[config.mk]
export PLATFORM = sky130hd
export DESIGN_NAME = uart_rx_ctrl_flat
export DESIGN_NICKNAME = d
export VERILOG_FILES = /design/src/rtl/uart_rx_ctrl_if.sv /design/src/rtl/uart_rx_ctrl.sv /design/src/flat_wrapper.sv
export SDC_FILE = /design/constraint.sdc
export NUM_CORES = 1
export LEC_CHECK = 0
export BUFFER_PORTS_ARGS = -buffer_cell sky130_fd_sc_hd__buf_2
export CAP_MARGIN = 10
export CORE_MARGIN = 1
export CORE_UTILIZATION = 51
export DETAILED_ROUTE_END_ITERATION = 7
export PLACE_DENSITY = 0.73
export SLEW_MARGIN = 20
export SYNTH_ARGS = -nofsm -noshare
export SYNTH_HDL_FRONTEND = slang
export SYNTH_SLANG_ARGS = --single-unit
[constraint.sdc]
create_clock -name clk -period 1.6 [get_ports clk]
set_input_delay 0.32 -clock clk [delete_from_list [all_inputs] [get_ports clk]]
set_output_delay 0.32 -clock clk [all_outputs]
set_load 0.005 [all_outputs]
[src/rtl/uart_rx_ctrl_if.sv]
// uart_rx_ctrl_if: serial line in, SIPO drive and frame status out.
// The slave side is the bit-timing controller; the master side is the line
// driver / frame consumer.
interface uart_rx_ctrl_if;
    logic rx;
    logic rx_bit;
    logic sample_done;
    logic shift;
    logic frame_done;
    logic frame_err;
    logic busy;

    modport slave (
        input  rx,
        output rx_bit,
        output sample_done,
        output shift,
        output frame_done,
        output frame_err,
        output busy
    );

    modport master (
        output rx,
        input  rx_bit,
        input  sample_done,
        input  shift,
        input  frame_done,
        input  frame_err,
        input  busy
    );
endinterface

[src/rtl/uart_rx_ctrl.sv]
// uart_rx_ctrl: UART receive bit-timing controller.
// Synchronises rx, qualifies the start bit, strobes mid-bit samples into the
// external SIPO and reports frame completion / stop-bit errors.
// Optional build macro RX_MAJORITY_EN: 2-of-3 vote around each sample point,
// with every strobe one clock later than the single-sample build.
module uart_rx_ctrl #(
    parameter  int CLKS_PER_BIT = 16,
    localparam int CNT_W        = $clog2(CLKS_PER_BIT)
) (
    input  logic             clk,
    input  logic             reset,
    uart_rx_ctrl_if.slave    bus
);

    typedef enum logic [2:0] {
        IDLE,
        START,
        DATA,
        STOP,
        DONE,
        WAIT_HIGH
    } state_t;

    localparam logic [CNT_W-1:0] LAST_PT = CNT_W'(CLKS_PER_BIT - 1);
`ifdef RX_MAJORITY_EN
    // Decision lands on the third vote, one clock past the nominal centre.
    localparam logic [CNT_W-1:0] START_PT = CNT_W'(CLKS_PER_BIT / 2);
`else
    localparam logic [CNT_W-1:0] START_PT = CNT_W'(CLKS_PER_BIT / 2 - 1);
`endif

    state_t           state_q, state_d;
    logic [CNT_W-1:0] cnt_q, cnt_d;
    logic [3:0]       bit_cnt_q, bit_cnt_d;
    logic [1:0]       sync_q, sync_d;
    logic             rx_prev_q, rx_prev_d;
    logic             rx_bit_q, rx_bit_d;
    logic             stop_q, stop_d;
    logic             frame_done_q, frame_done_d;
    logic             frame_err_q, frame_err_d;
    logic             rx_sync;
    logic             fall;
    logic             sample_val;
    logic             strobe;

    assign rx_sync = sync_q[1];
    assign fall    = rx_prev_q & ~rx_sync;

`ifdef RX_MAJORITY_EN
    logic [1:0] hist_q, hist_d;

    // Two previous synchronised samples feed the vote with the current one.
    always_comb begin
        hist_d = {hist_q[0], rx_sync};
    end

    // Vote history register; idle-high after reset.
    always_ff @(posedge clk or negedge reset) begin
        if (!reset) hist_q <= 2'b11;
        else        hist_q <= hist_d;
    end

    assign sample_val = (hist_q[1] & hist_q[0]) | (hist_q[1] & rx_sync) |
                        (hist_q[0] & rx_sync);
`else
    assign sample_val = rx_sync;
`endif

    // Synchroniser chain and falling-edge reference for the line.
    always_comb begin
        sync_d    = {sync_q[0], bus.rx};
        rx_prev_d = rx_sync;
    end

    // Bit-timing FSM: next state, counters, strobe and frame status.
    always_comb begin
        state_d      = state_q;
        cnt_d        = cnt_q;
        bit_cnt_d    = bit_cnt_q;
        stop_d       = stop_q;
        strobe       = 1'b0;
        frame_done_d = 1'b0;
        frame_err_d  = 1'b0;
        case (state_q)
            IDLE: begin
                if (fall) begin
                    cnt_d   = '0;
                    state_d = START;
                end
            end
            START: begin
                if (cnt_q == START_PT) begin
                    cnt_d = '0;
                    if (!sample_val) begin
                        strobe    = 1'b1;
                        bit_cnt_d = 4'd0;
                        state_d   = DATA;
                    end else begin
                        state_d = IDLE;
                    end
                end else begin
                    cnt_d = cnt_q + 1'b1;
                end
            end
            DATA: begin
                if (cnt_q == LAST_PT) begin
                    strobe    = 1'b1;
                    cnt_d     = '0;
                    bit_cnt_d = bit_cnt_q + 4'd1;
                    if (bit_cnt_q == 4'd7) state_d = STOP;
                end else begin
                    cnt_d = cnt_q + 1'b1;
                end
            end
            STOP: begin
                if (cnt_q == LAST_PT) begin
                    strobe       = 1'b1;
                    cnt_d        = '0;
                    stop_d       = sample_val;
                    frame_done_d = 1'b1;
                    frame_err_d  = ~sample_val;
                    state_d      = DONE;
                end else begin
                    cnt_d = cnt_q + 1'b1;
                end
            end
            DONE: begin
                state_d = stop_q ? IDLE : WAIT_HIGH;
            end
            WAIT_HIGH: begin
                // A held-low line (break) must go high before re-arming.
                if (rx_sync) state_d = IDLE;
            end
            default: state_d = IDLE;
        endcase
        rx_bit_d = strobe ? sample_val : rx_bit_q;
    end

    // State, counters, synchroniser and registered outputs.
    always_ff @(posedge clk or negedge reset) begin
        if (!reset) begin
            state_q      <= IDLE;
            cnt_q        <= '0;
            bit_cnt_q    <= 4'd0;
            sync_q       <= 2'b11;
            rx_prev_q    <= 1'b1;
            rx_bit_q     <= 1'b1;
            stop_q       <= 1'b1;
            frame_done_q <= 1'b0;
            frame_err_q  <= 1'b0;
        end else begin
            state_q      <= state_d;
            cnt_q        <= cnt_d;
            bit_cnt_q    <= bit_cnt_d;
            sync_q       <= sync_d;
            rx_prev_q    <= rx_prev_d;
            rx_bit_q     <= rx_bit_d;
            stop_q       <= stop_d;
            frame_done_q <= frame_done_d;
            frame_err_q  <= frame_err_d;
        end
    end

    assign bus.rx_bit      = rx_bit_d;
    assign bus.sample_done = strobe;
    assign bus.shift       = (state_q == START) || (state_q == DATA) || (state_q == STOP);
    assign bus.busy        = (state_q != IDLE);
    assign bus.frame_done  = frame_done_q;
    assign bus.frame_err   = frame_err_q;

endmodule

[src/flat_wrapper.sv]
// flat-port wrapper written by rule: the top's interface ports become plain ports
module uart_rx_ctrl_flat 
#(
    parameter  int CLKS_PER_BIT = 16,
    localparam int CNT_W        = $clog2(CLKS_PER_BIT)
)
  (clk, reset, bus_rx, bus_rx_bit, bus_sample_done, bus_shift, bus_frame_done, bus_frame_err, bus_busy);
  uart_rx_ctrl_if bus_i ();
  input  logic clk;
  input  logic reset;
  input wire logic [$bits(bus_i.rx)-1:0] bus_rx;
  output wire logic [$bits(bus_i.rx_bit)-1:0] bus_rx_bit;
  output wire logic [$bits(bus_i.sample_done)-1:0] bus_sample_done;
  output wire logic [$bits(bus_i.shift)-1:0] bus_shift;
  output wire logic [$bits(bus_i.frame_done)-1:0] bus_frame_done;
  output wire logic [$bits(bus_i.frame_err)-1:0] bus_frame_err;
  output wire logic [$bits(bus_i.busy)-1:0] bus_busy;
  assign bus_i.rx = bus_rx;
  assign bus_rx_bit = bus_i.rx_bit;
  assign bus_sample_done = bus_i.sample_done;
  assign bus_shift = bus_i.shift;
  assign bus_frame_done = bus_i.frame_done;
  assign bus_frame_err = bus_i.frame_err;
  assign bus_busy = bus_i.busy;
  uart_rx_ctrl #(.CLKS_PER_BIT(CLKS_PER_BIT)) u_core (.clk(clk), .reset(reset), .bus(bus_i));
endmodule
==> summary.md <==
| Metric | Value |
|---|---|
| Top Ports | `9` |
| Hold crit path type | `in -> reg` |
| Nets | `127` |
| Core ar. | `1760 sq um` |
| WL final | `2260 um` |
| N_diodes | `0` |
| Gp weighted congestion | `0.885` |
| Slowest stage delay, CP | `0.54 ns` |
| Top_reg_cell synth | `dfrtp_1` |
| Slew Limit Fails | `0` |
| Worst skew pair latency | `0.29 ns` |
| Leak pwr | `0.542 nW` |
| Commonest non-fill, non-tap cells in the layout | `16 x buf_4, 13 x dfrtp_1, 8 x inv_1, 8 x nand3_1, 7 x buf_2` |
| Final Hold Fails | `0` |
| Detail Placement HPWL | `1540 um` |
| Final setup viols | `4` |
| Setup_tns | `-1.07 ns` |
| Largest net degree at the start of global routing | `19` |
| Post-synth net total | `103` |
| Startpoint type of the worst setup path | `register` |
| Initial antenna violation count | `0` |
| Via count | `827` |
| Syn. warnings | `0` |
| #FFs+latches synth | `18` |
| CTS tree | `done` |
| Total global routing overflow | `0` |
| DR iter-0 viols | `24` |
| First-pass GRT wire length | `3510 um` |
| Die height | `45.9 um` |
| PnR worst setup slack | `-0.536 ns` |
| Worst hold path depth | `1` |
| Post-Syn Area | `981 sq um` |
| Worst EP arrival | `1.82 ns` |
| Sequential fraction of the synthesis area | `0.466` |
| Clock root buffer | `clkbuf_4` |
| WP buf/inv | `1` |
| CP cell instances | `or4b_4 > a21oi_4 > mux2_4 > buf_6` |
| Total global-route track usage | `0.238` |
| Post-DRT Antenna Nets | `0` |
| Post-synth ARST share | `1.00` |
| Placed cell count | `138` |
| Most common cell after layout, fill and taps aside | `buf_4` |
| Synth Instances | `98` |
| Minimum clock period after layout | `2.14 ns` |
| Layout cells sized above 1 | `0.388` |
| Post-synth EDFFs | `0` |
| Slowest stage cell, crit path | `or4b_4` |
| Final Non-Filler Cells | `146` |
| Die footprint | `2100 sq um` |
| Reg2reg setup slack | `0.04 ns` |
| Maximum VDD drop | `0.892 mV` |
| Crit path depth | `4` |
| Failing checks | `setup timing` |
| Max frequency | `468 MHz` |
| P&R area growth vs syn | `26.8%` |
| CTS H-tree depth | `1` |
| Worst Setup End Kind | `output pin` |
| Crit path max-delay family | `simple AND/OR/NAND/NOR gates` |
| Bufs on Longest Clock Path | `2` |
| Setup Crit Path Kind | `reg -> out` |
| Total power density per cell area | `1470 nW/um^2` |
| CTS sink cnt | `18` |
| R2R depth | `6` |
| Die Span X | `45.9 um` |
| Max_cap viols | `0` |
| PortBufs | `8` |
| Worst EP required | `1.28 ns` |
| Vias per cell | `5.66` |
| # fillers | `147` |
| Final worst path period share | `1.33` |
| Rows | `15` |
| Initial core utilization | `0.556` |
| Mean Syn Cell Area | `10.0 sq um` |
| CP Max Fanout | `2` |
| Total CTS buffers | `3` |
| Tightest Pin Transition | `0.469 ns` |
| Max Clock Skew | `0.000428 ns` |
| Vias in the first global route | `810` |
| Clock transition at the registers of the reported paths | `0.10 ns` |
| WL/cell | `15.5 um` |
| DRC Markers | `0` |
| First-pass iteration count of the detailed router | `4` |
| Status | `complete, but fails checks` |
| Synth cell types | `41` |
| Slew margin rel. | `0.688` |
| RSZ-0062 raised after global routing | `yes` |
[cell families after synthesis]
logic type | Yosys count | synth area share
AOI/OAI and AO/OA | 22 | 0.167
adders and majority gates | 2 | 0.0255
buffers and inverters | 15 | 0.0625
DFF | 18 | 0.466
muxes | 2 | 0.0230
and+or+nand+nor | 39 | 0.256
[path summary, 6_finish.rpt]
path | start | to
max | u_core.state_q[1] | bus_rx_bit
min reg2reg | u_core.sync_q[0] | u_core.sync_q[1]
min | bus_rx | u_core.sync_q[0]
max reg2reg | u_core.cnt_q[0] | u_core.cnt_q[1]
max in group asynchronous | reset | u_core.rx_prev_q
min in group asynchronous | reset | u_core.bus.frame_err
[stage by stage]
| stage | setup slack (ns) | hold slack, ns | cell area (sq um) | power [mW] | util |
|---|---|---|---|---|---|
| finish | -0.536 | 0.120 | 1240 | 1.83 | 0.705 |
| global route | -0.596 | 0.104 | 1240 | 1.94 | 0.705 |
| CTS | -0.570 | 0.117 | 1180 | 1.70 | 0.670 |
| detailed placement | -0.241 | 0.273 | 1130 | 1.41 | 0.638 |
| global placement | -0.202 | 0.265 | 1130 | 1.38 | 0.638 |
| floorplan | -0.155 | 0.0244 | 985 | 1.12 | - |
[layer usage]
metal	wire, um	vias to the layer above	part of all wire	track usage
met5	0	-	0	0
met4	16	0	0.0071	0.118
met3	72	2	0.032	0.0397
met2	1230	22	0.54	0.389
met1	942	403	0.42	0.303
li1	-	400	-	-
[power by group]
group	internal (mW)	switching, mW
clock network	0.139	0.141
registers	0.557	0.0621
logic	0.461	0.471
[worst register-to-register path, delay by kind of cell (launching register included)]
family / cells / cell delay [ns]
buffers and inverters: 2 / 0.28
and+or+nand+nor: 1 / 0.18
AOI/OAI and AO/OA: 2 / 0.41
adders and majority gates: 1 / 0.19
DFF: 1 / 0.43
[repair_timing]
action,4_1_cts,5_1_grt
hold endpoints to repair,13,0
buffers inserted,1,3
pin swaps,2,6
endpoints found under the setup margin,5,8
resized for setup,2,7
hold buffers,1,0
[sequential cells by signal, summed over array words and instances, names as in the netlist]
| signal | cells |
|---|---|
| u_core.bit_cnt_q | 4 |
| u_core.bus.frame_done | 1 |
| u_core.bus.frame_err | 1 |
| u_core.cnt_q | 4 |
| u_core.rx_bit_q | 1 |
| u_core.rx_prev_q | 1 |
| u_core.state_q | 3 |
| u_core.stop_q | 1 |
| u_core.sync_q | 2 |
[cell usage after synthesis (2+ instances only)]
| cell | instances | share of area |
|---|---|---|
| ha_1 | 2 | 0.026 |
| o22ai_1 | 2 | 0.013 |
| nand3b_1 | 3 | 0.023 |
| o21ai_0 | 4 | 0.020 |
| mux2_1 | 2 | 0.023 |
| dfstp_2 | 5 | 0.13 |
| clkbuf_1 | 2 | 0.0077 |
| or3_1 | 3 | 0.019 |
| buf_2 | 4 | 0.020 |
| o211ai_1 | 2 | 0.015 |
| inv_1 | 8 | 0.031 |
| nand2b_1 | 2 | 0.013 |
| nand3_1 | 9 | 0.046 |
| dfrtp_1 | 13 | 0.33 |
| a21oi_1 | 4 | 0.020 |
| nor2_1 | 2 | 0.0077 |
| and3b_1 | 3 | 0.027 |
| nand2_1 | 5 | 0.019 |
[final cells by class]
cell class | count | area, sq um | area share
flip-flops and latches | 18 | 457 | 0.367
inverters | 9 | 33.8 | 0.0272
multi-input cells | 65 | 509 | 0.409
well taps | 25 | 31.3 | 0.0252
repair buffers | 25 | 176 | 0.142
clock buffers | 4 | 36.3 | 0.0292
Power figures use the tool's default switching activity.
